<file path="config.mk">
export PLATFORM = sky130hd
export DESIGN_NAME = hash_round_ctrl
export DESIGN_NICKNAME = d
export VERILOG_FILES = /design/src/rtl/hash_round_ctrl.sv
export SDC_FILE = /design/constraint.sdc
export NUM_CORES = 1
export LEC_CHECK = 0
export CAP_MARGIN = 10
export CELL_PAD_IN_SITES_DETAIL_PLACEMENT = 0
export CELL_PAD_IN_SITES_GLOBAL_PLACEMENT = 1
export CORE_MARGIN = 2
export CORE_UTILIZATION = 49
export DETAILED_ROUTE_END_ITERATION = 10
export DONT_BUFFER_PORTS = 1
export GPL_ROUTABILITY_DRIVEN = 0
export PLACE_DENSITY = 0.83
export RECOVER_POWER = 50
export SYNTH_ARGS = -nofsm -noshare
export SYNTH_HDL_FRONTEND = slang
export SYNTH_SLANG_ARGS = --single-unit
</file>
<file path="constraint.sdc">
create_clock -name clk -period 3.1 [get_ports clk]
set_input_delay 0.155 -clock clk [delete_from_list [all_inputs] [get_ports clk]]
set_output_delay 0.155 -clock clk [all_outputs]
set_load 0.005 [all_outputs]
</file>
<file path="src/rtl/hash_round_ctrl.sv">
// Iterative 8-bit compression round controller: loads a 16-byte block, runs
// ROUNDS rounds over a sliding W window, then offers the 24-bit digest.
module hash_round_ctrl #(
   parameter int ROUNDS = 32
) (
   input  logic        clk,
   input  logic        rst_n,
   input  logic        in_valid,
   output logic        in_ready,
   input  logic [7:0]  in_data,
   output logic        out_valid,
   input  logic        out_ready,
   output logic [23:0] digest,
   output logic        busy
);
   typedef enum logic [1:0] {
      LOAD = 2'd0,
      RUN  = 2'd1,
      DONE = 2'd2
   } state_t;

   localparam logic [7:0] A_INIT     = 8'h67;
   localparam logic [7:0] B_INIT     = 8'hEF;
   localparam logic [7:0] C_INIT     = 8'h98;
   localparam logic [7:0] K_TYPE1    = 8'h99;
   localparam logic [7:0] K_TYPE2    = 8'hA1;
   localparam logic [4:0] LAST_ROUND = 5'(ROUNDS - 1);
   localparam logic [4:0] HALF_ROUND = 5'(ROUNDS / 2);

   state_t      state_reg, state_next;
   logic [3:0]  byte_cnt_reg, byte_cnt_next;
   logic [4:0]  round_reg, round_next;
   logic [7:0]  a_reg, a_next, b_reg, b_next, c_reg, c_next;
   logic [23:0] digest_reg, digest_next;
   logic [7:0]  w_reg  [16];
   logic [7:0]  w_next [16];

   logic       load_fire, run_step;
   logic [7:0] x_rnd, k_rnd, a_rnd, b_rnd, c_rnd;
   logic [7:0] w_mix, w_fb;

   assign load_fire = (state_reg == LOAD) && in_valid;
   assign run_step  = (state_reg == RUN);

   // First half of the rounds are type-1 (xor mix), second half type-2 (or mix).
   always_comb begin
      if (round_reg >= HALF_ROUND) begin
         x_rnd = a_reg | b_reg;
         k_rnd = K_TYPE2;
      end else begin
         x_rnd = a_reg ^ b_reg;
         k_rnd = K_TYPE1;
      end
      a_rnd = b_reg ^ c_reg;
      b_rnd = {c_reg[3:0], 4'h0};
      c_rnd = x_rnd + k_rnd + w_reg[0];
   end

   assign w_mix = w_reg[13] ^ w_reg[8] ^ w_reg[2] ^ w_reg[0];
   assign w_fb  = {w_mix[6:0], w_mix[7]};

   // Window doubles as the load buffer and, during RUN, the shifting W schedule.
   genvar gi;
   generate
      for (gi = 0; gi < 16; gi++) begin : g_window
         if (gi < 15) begin : g_shift
            assign w_next[gi] = run_step ? w_reg[gi+1] :
                                (load_fire && byte_cnt_reg == 4'(gi)) ? in_data : w_reg[gi];
         end else begin : g_feedback
            assign w_next[gi] = run_step ? w_fb :
                                (load_fire && byte_cnt_reg == 4'(gi)) ? in_data : w_reg[gi];
         end
      end
   endgenerate

   always_comb begin
      state_next    = state_reg;
      byte_cnt_next = byte_cnt_reg;
      round_next    = round_reg;
      a_next        = a_reg;
      b_next        = b_reg;
      c_next        = c_reg;
      digest_next   = digest_reg;
      in_ready      = 1'b0;
      out_valid     = 1'b0;
      busy          = 1'b0;
      case (state_reg)
         LOAD: begin
            in_ready = 1'b1;
            if (in_valid) begin
               byte_cnt_next = byte_cnt_reg + 4'd1;
               if (byte_cnt_reg == 4'd15) begin
                  state_next = RUN;
                  a_next     = A_INIT;
                  b_next     = B_INIT;
                  c_next     = C_INIT;
                  round_next = '0;
               end
            end
         end
         RUN: begin
            busy       = 1'b1;
            a_next     = a_rnd;
            b_next     = b_rnd;
            c_next     = c_rnd;
            round_next = round_reg + 5'd1;
            if (round_reg == LAST_ROUND) begin
               digest_next = {a_rnd + A_INIT, b_rnd + B_INIT, c_rnd + C_INIT};
               state_next  = DONE;
            end
         end
         DONE: begin
            out_valid = 1'b1;
            if (out_ready) begin
               state_next    = LOAD;
               byte_cnt_next = '0;
            end
         end
         default: state_next = LOAD;
      endcase
   end

   always_ff @(posedge clk) begin
      if (!rst_n) begin
         state_reg    <= LOAD;
         byte_cnt_reg <= '0;
         round_reg    <= '0;
         a_reg        <= '0;
         b_reg        <= '0;
         c_reg        <= '0;
         digest_reg   <= '0;
         for (int i = 0; i < 16; i++) w_reg[i] <= '0;
      end else begin
         state_reg    <= state_next;
         byte_cnt_reg <= byte_cnt_next;
         round_reg    <= round_next;
         a_reg        <= a_next;
         b_reg        <= b_next;
         c_reg        <= c_next;
         digest_reg   <= digest_next;
         for (int i = 0; i < 16; i++) w_reg[i] <= w_next[i];
      end
   end

   assign digest = digest_reg;

endmodule

</file>
; ---- Word level (Yosys, flattened, before mapping)
; Memory sizes are Yosys's and may differ from the RTL's.
; Index checks and enable logic that the tools add are counted.
[totals]
word_cells = 160
mem_count = 1
output_inout_bits = 27
mem_bits_rw = 128
input_bits = 12
reg_bits = 59
[mem_list]
columns = memory, depth, width, read_ports, rd_clocked_by_memory_dff, write_ports, line_no
row1 = w_reg, 16, 8, 16, 0, 16, 35  ; logic [7:0] w_reg [16];
[classes]
n_reduce_logical = 25
n_mux = 75
bitwise_logic = 22
addsub = 7
n_lt_le_gt_ge = 1
n_eq_ne = 22
[op_table]
columns = op, n
row1 = $mux 8, 55
row2 = $pmux 8 s2, 3
row3 = $xor 8x8->8, 5
row4 = $eq 4x4->1 const B, 8
row5 = $logic_and 1x1->1, 17
row6 = $add 8x8->8, 2
row7 = $add 8x8->8 const B, 2
row8 = $eq 4x3->1 const B, 4
row9 = $or 1x1->1, 16
row10 = $mux 5, 2
row11 = $pmux 5 s2, 1
row12 = $add 8x7->8 const B, 1
row13 = $eq 4x2->1 const B, 2
row14 = $mux 2, 4
row15 = $mux 4, 2
row16 = $or 8x8->8, 1
row17 = $pmux 4 s2, 1
row18 = $mux 6, 1
row19 = $pmux 2 s3, 1
row20 = $reduce_and 3->1, 2
row21 = $add 5x1->5 const B, 1
row22 = $eq 5x5->1 const B, 1
row23 = $ge 5x5->1 const B, 1
row24 = $mux 1, 5
row25 = 11 further kinds, 14

; ---- Logic depth before layout (Yosys ltp)
[logic_depth]
word_depth = 6
depth_mapped = 16
depth_no_buf = 15

; ---- Worst setup path after synthesis
; Ideal clock, no wire load.
[synth_path]
kind = flip-flop to flip-flop
start = reg b_reg[3]
end = reg digest_reg[6], in the netlist digest[6]
n_path_buf = 1
setup_ns = 0.070
arrival_ns = 2.772
path_stages_with_launch = 16
path_slack_ns = 0.259
path_cell_list = dfxtp_1 > buf_2 > inv_1 > ha_1 > nand2_1 > o21ai_0 > ha_1 > ha_1 > inv_1 > fa_1 > nor2b_1 > o22ai_1 > xnor2_1 > o21ai_0 > xor2_1 > a21oi_1
[synth_via]
elab_chain_len = 5
elab_cells_between_ends = 6
cone_classes = add/sub (3) / mux (1) / bitwise (2)
[synth_rtl]
columns = item, line_no
row1 = "start, declared", 33  ; logic [7:0] a_reg, a_next, b_reg, b_next, c_reg, c_next;
row2 = "start signal, assigned", 138  ; b_reg <= b_next;
row3 = $xor 8x8->8 / $or 8x8->8 (equally long branches), "51, 48"
row4 = $mux 8 (*), 47  ; if (round_reg >= HALF_ROUND) begin
row5 = $add 8x8->8 (*) (2 in a row), 56  ; c_rnd = x_rnd + k_rnd + w_reg[0];
row6 = $add 8x8->8 (*), 108  ; digest_next = {a_rnd + A_INIT, b_rnd + B_INIT, c_rnd + C_INIT};
row7 = "end signal, assigned", 140  ; digest_reg <= digest_next;
row8 = "end, declared", 34  ; logic [23:0] digest_reg, digest_next;
; Mark *: on every way between the ends. The rest lies on a longest branch, timed or not.
; A chain may end at the register's enable or synchronous reset.

; ---- Final worst setup path
[layout_path]
start = reg b_reg[5]
end = reg digest_reg[7], in the netlist digest[7]
; The elaborated chain is that of the path after synthesis.

==> impl_metrics.env <==
export IMPL_finalSetupViolations=0
export IMPL_start_util_pct=50.1
export IMPL_viasPerCell=5.79
export IMPL_final_core_util_pct=53.3
export IMPL_p_per_area_nw_per_um2=494
export IMPL_syn_cell_area_um2=8990
export IMPL_cap_violations=0
export IMPL_max_clock_path_buffers=2
export IMPL_die_w_um=139
export IMPL_num_vias=6942
export IMPL_peakVddDrop_v=0.000479
export IMPL_yosys_warnings=0
export IMPL_grt_overflow=0
export IMPL_reg2reg_from="b_reg[5]$_SDFFE_PN0P_"
export IMPL_num_rows=49
export IMPL_synth_nets=1046
export IMPL_max_slew_margin_pct=30.4
export IMPL_cts_tree="built"
export IMPL_syn_avg_cell_area_um2=8.97
export IMPL_post_route_drc_count=0
export IMPL_fmax_ghz=0.350
export IMPL_r2r_end="digest[7]$_SDFFE_PN0P_"
export IMPL_cts_buffers=17
export IMPL_dr_pass1_iters=5
export IMPL_path_cells="inv_1, ha_1, nor2_1, a21oi_1, fa_1, ha_1, nor2b_1, or3b_1, nand3_1, nand3b_1, xor2_1, a21oi_1"
export IMPL_synth_cell_types=55
export IMPL_critPathMaxStageDelay_ns=0.44
export IMPL_cellLeakagePower_nw=3.39
export IMPL_wl_per_cell_um=18.1
export IMPL_die_y_um=139
export IMPL_grt_max_degree=179
export IMPL_clockRootBuffer="clkbuf_16"
export IMPL_insertion_delay_ns=0.44
export IMPL_cp_slowest_cell="fa_1"
export IMPL_grt_pass1_wl_mm=35.7
export IMPL_worst_path_buf_inv=1
export IMPL_core_area_um2=18000
export IMPL_cp_endpoint="digest[7]$_SDFFE_PN0P_"
export IMPL_io_buffers=0
export IMPL_rrSetupSlack_ns=0.24
export IMPL_endpoint_kind="flop"
export IMPL_grt_pass1_vias=6579
export IMPL_cp_required_ns=3.46
export IMPL_fin_nets=999
export IMPL_clk_pin_slew_ns=0.07
export IMPL_syn_to_final_growth_pct=6.44
export IMPL_setup_tns_final_ns=0
export IMPL_drt_initial_drc_count=585
export IMPL_hold_viol=0
export IMPL_drive_gt1_share_pct=7.02
export IMPL_synth_edf_count=0
export IMPL_grt_usage_pct=22.7
export IMPL_crit_cells=12
export IMPL_htreeDepth=4
export IMPL_rr_worst_depth=12
export IMPL_cp_data_arrival_time_ns=3.22
export IMPL_crit_family="adder cells"
export IMPL_rsz0062_at_grt="no"
export IMPL_crit_fanout=4
export IMPL_hp_class="input port to flop"
export IMPL_instances_no_fill=1198
export IMPL_synthCells=1003
export IMPL_antenna_found_initial=0
export IMPL_status="finished clean"
export IMPL_ys_ff_latch=181
export IMPL_place_hpwl_mm=13.8
export IMPL_async_reset_ff_share_pct=0
export IMPL_worst_setup_path_type="flop to flop"
export IMPL_cts_sinks=181
export IMPL_worst_pin_slew_ns=1.04
export IMPL_place_inst=1153
export IMPL_die_area_um2=19500
export IMPL_wirelength_mm=21.7
export IMPL_drv_slew=0
export IMPL_largest_reg_flops=128
export IMPL_antenna_cells=0
export IMPL_final_antenna_net_count=0
export IMPL_skew_ns=0.0118
export IMPL_ios=39
export IMPL_critPathLaunchType="flop"
export IMPL_postCtsSetupRepairBufs=0
export IMPL_fin_crit_sh_pct=92.2
export IMPL_ys_seq_area_share_pct=40.3
export IMPL_min_period_ns=2.86
export IMPL_synth_main_ff_cell="dfxtp_1"
export IMPL_startpoint="b_reg[5]$_SDFFE_PN0P_"
## cell type report
cell class                      count  area (µm²)
Clock buffer                       20         447
Clock inverter                     12         121
Fill cell                        1671        8390
Inverter                           30         118
Multi-Input combinational cell    702        4740
Sequential cell                   181        3620
Tap cell                          229         287
Timing Repair Buffer               24         236
## cell usage in the layout (no fill, tap or decap), types with 28 or more instances in the layout
cell      synthesis  routed
a21boi_0         84      99
a21oi_1          34      34
a22oi_1         129     129
dfxtp_1         181     181
ha_1             29      29
inv_1            29      28
nand2_1         155     155
nor2_1           27      32
o21ai_0          29      29
xor2_1           30      30
## cell families after synthesis
group | after synthesis | share of synthesized area (%)
compound gates | 354 | 28.3
xor+xnor | 49 | 4.77
fa+ha+maj | 31 | 4.48
buf+inv | 120 | 6.62
flops | 181 | 40.3
mux | 4 | 0.445
simple gates | 264 | 15.1
## power breakdown
part           total [mW]  leakage (nW)  switching [mW]  internal, mW
registers            2.36          1.46          0.0201          2.34
logic               0.250          1.67           0.149         0.101
clock network        2.11         0.270           0.969          1.14
## cells in the mapped netlist, types with 6 or more instances
| master | n | share of area (%) |
|---|---|---|
| o21ai_0 | 29 | 1.6 |
| o211a_1 | 9 | 1.0 |
| a21boi_1 | 39 | 3.3 |
| dfxtp_1 | 181 | 40 |
| ha_1 | 29 | 4.0 |
| or2_1 | 7 | 0.49 |
| or2_2 | 6 | 0.42 |
| buf_6 | 6 | 0.75 |
| xor2_1 | 30 | 2.9 |
| and2_1 | 8 | 0.56 |
| a21oi_1 | 34 | 1.9 |
| nand2_1 | 155 | 6.5 |
| nor2_1 | 27 | 1.1 |
| a22oi_1 | 129 | 11 |
| nor2_8 | 9 | 2.0 |
| clkbuf_1 | 35 | 1.5 |
| xnor2_1 | 19 | 1.9 |
| a21boi_0 | 84 | 7.0 |
| a221oi_1 | 8 | 0.78 |
| buf_2 | 35 | 1.9 |
| buf_4 | 10 | 0.83 |
| nor2b_1 | 22 | 1.5 |
| inv_1 | 29 | 1.2 |
## what timing repair did
item | 4_1_cts | 5_1_grt
hold buffers | 13 | 0
setup endpoints to repair | 0 | 3
endpoints found under the hold margin | 181 | 0
gates resized for setup | 0 | 3
## worst reg2reg max path, stage by stage (launching register included)
cell      delay (ns)
dfxtp_1         0.35
inv_1           0.06
ha_1            0.27
nor2_1          0.03
a21oi_1         0.14
fa_1            0.44
ha_1            0.40
nor2b_1         0.18
or3b_1          0.35
nand3_1         0.17
nand3b_1        0.11
xor2_1          0.15
a21oi_1         0.13
## metrics by stage
| stage | hold slack, ns | setup WS (ns) | power [mW] | instance area [µm²] |
|---|---|---|---|---|
| after global placement | 0.297 | 0.242 | 2.58 | 8900 |
| after global routing | 0.122 | 0.0495 | 4.86 | 9570 |
| final | 0.0589 | 0.241 | 4.73 | 9570 |
| after detailed placement | 0.298 | 0.202 | 2.58 | 8900 |
| after floorplan | 0.344 | 0.259 | 2.60 | 8990 |
| after CTS | 0.0417 | 0.180 | 4.75 | 9610 |
## metal layers
layer  track usage (%)  routed length, µm  up-vias
li1                  -                  -     3428
met1              31.4              10400     3351
met2              35.9              10000      135
met3              4.34                840       28
met4              7.02                426        0
met5                 0                  0        -
## how the worst min path moves through the flow
stage | start | to | slack [ns] | cells past startpoint
4_1_cts | in_valid | byte_cnt_reg[0]$_SDFFE_PN0P_ | 0.04 | 3
6_report | in_valid | byte_cnt_reg[0]$_SDFFE_PN0P_ | 0.06 | 3
3_3_place_gp | in_data[1] | w_reg[0][57]$_SDFFE_PN0P_ | 0.30 | 2
2_1_floorplan | out_ready | byte_cnt_reg[2]$_SDFFE_PN0P_ | 0.34 | 3
3_5_place_dp | rst_n | state_reg[1]$_SDFFE_PN0P_ | 0.30 | 1
5_1_grt | in_valid | byte_cnt_reg[0]$_SDFFE_PN0P_ | 0.12 | 3
No activity file was read; power rests on OpenSTA's default activity.
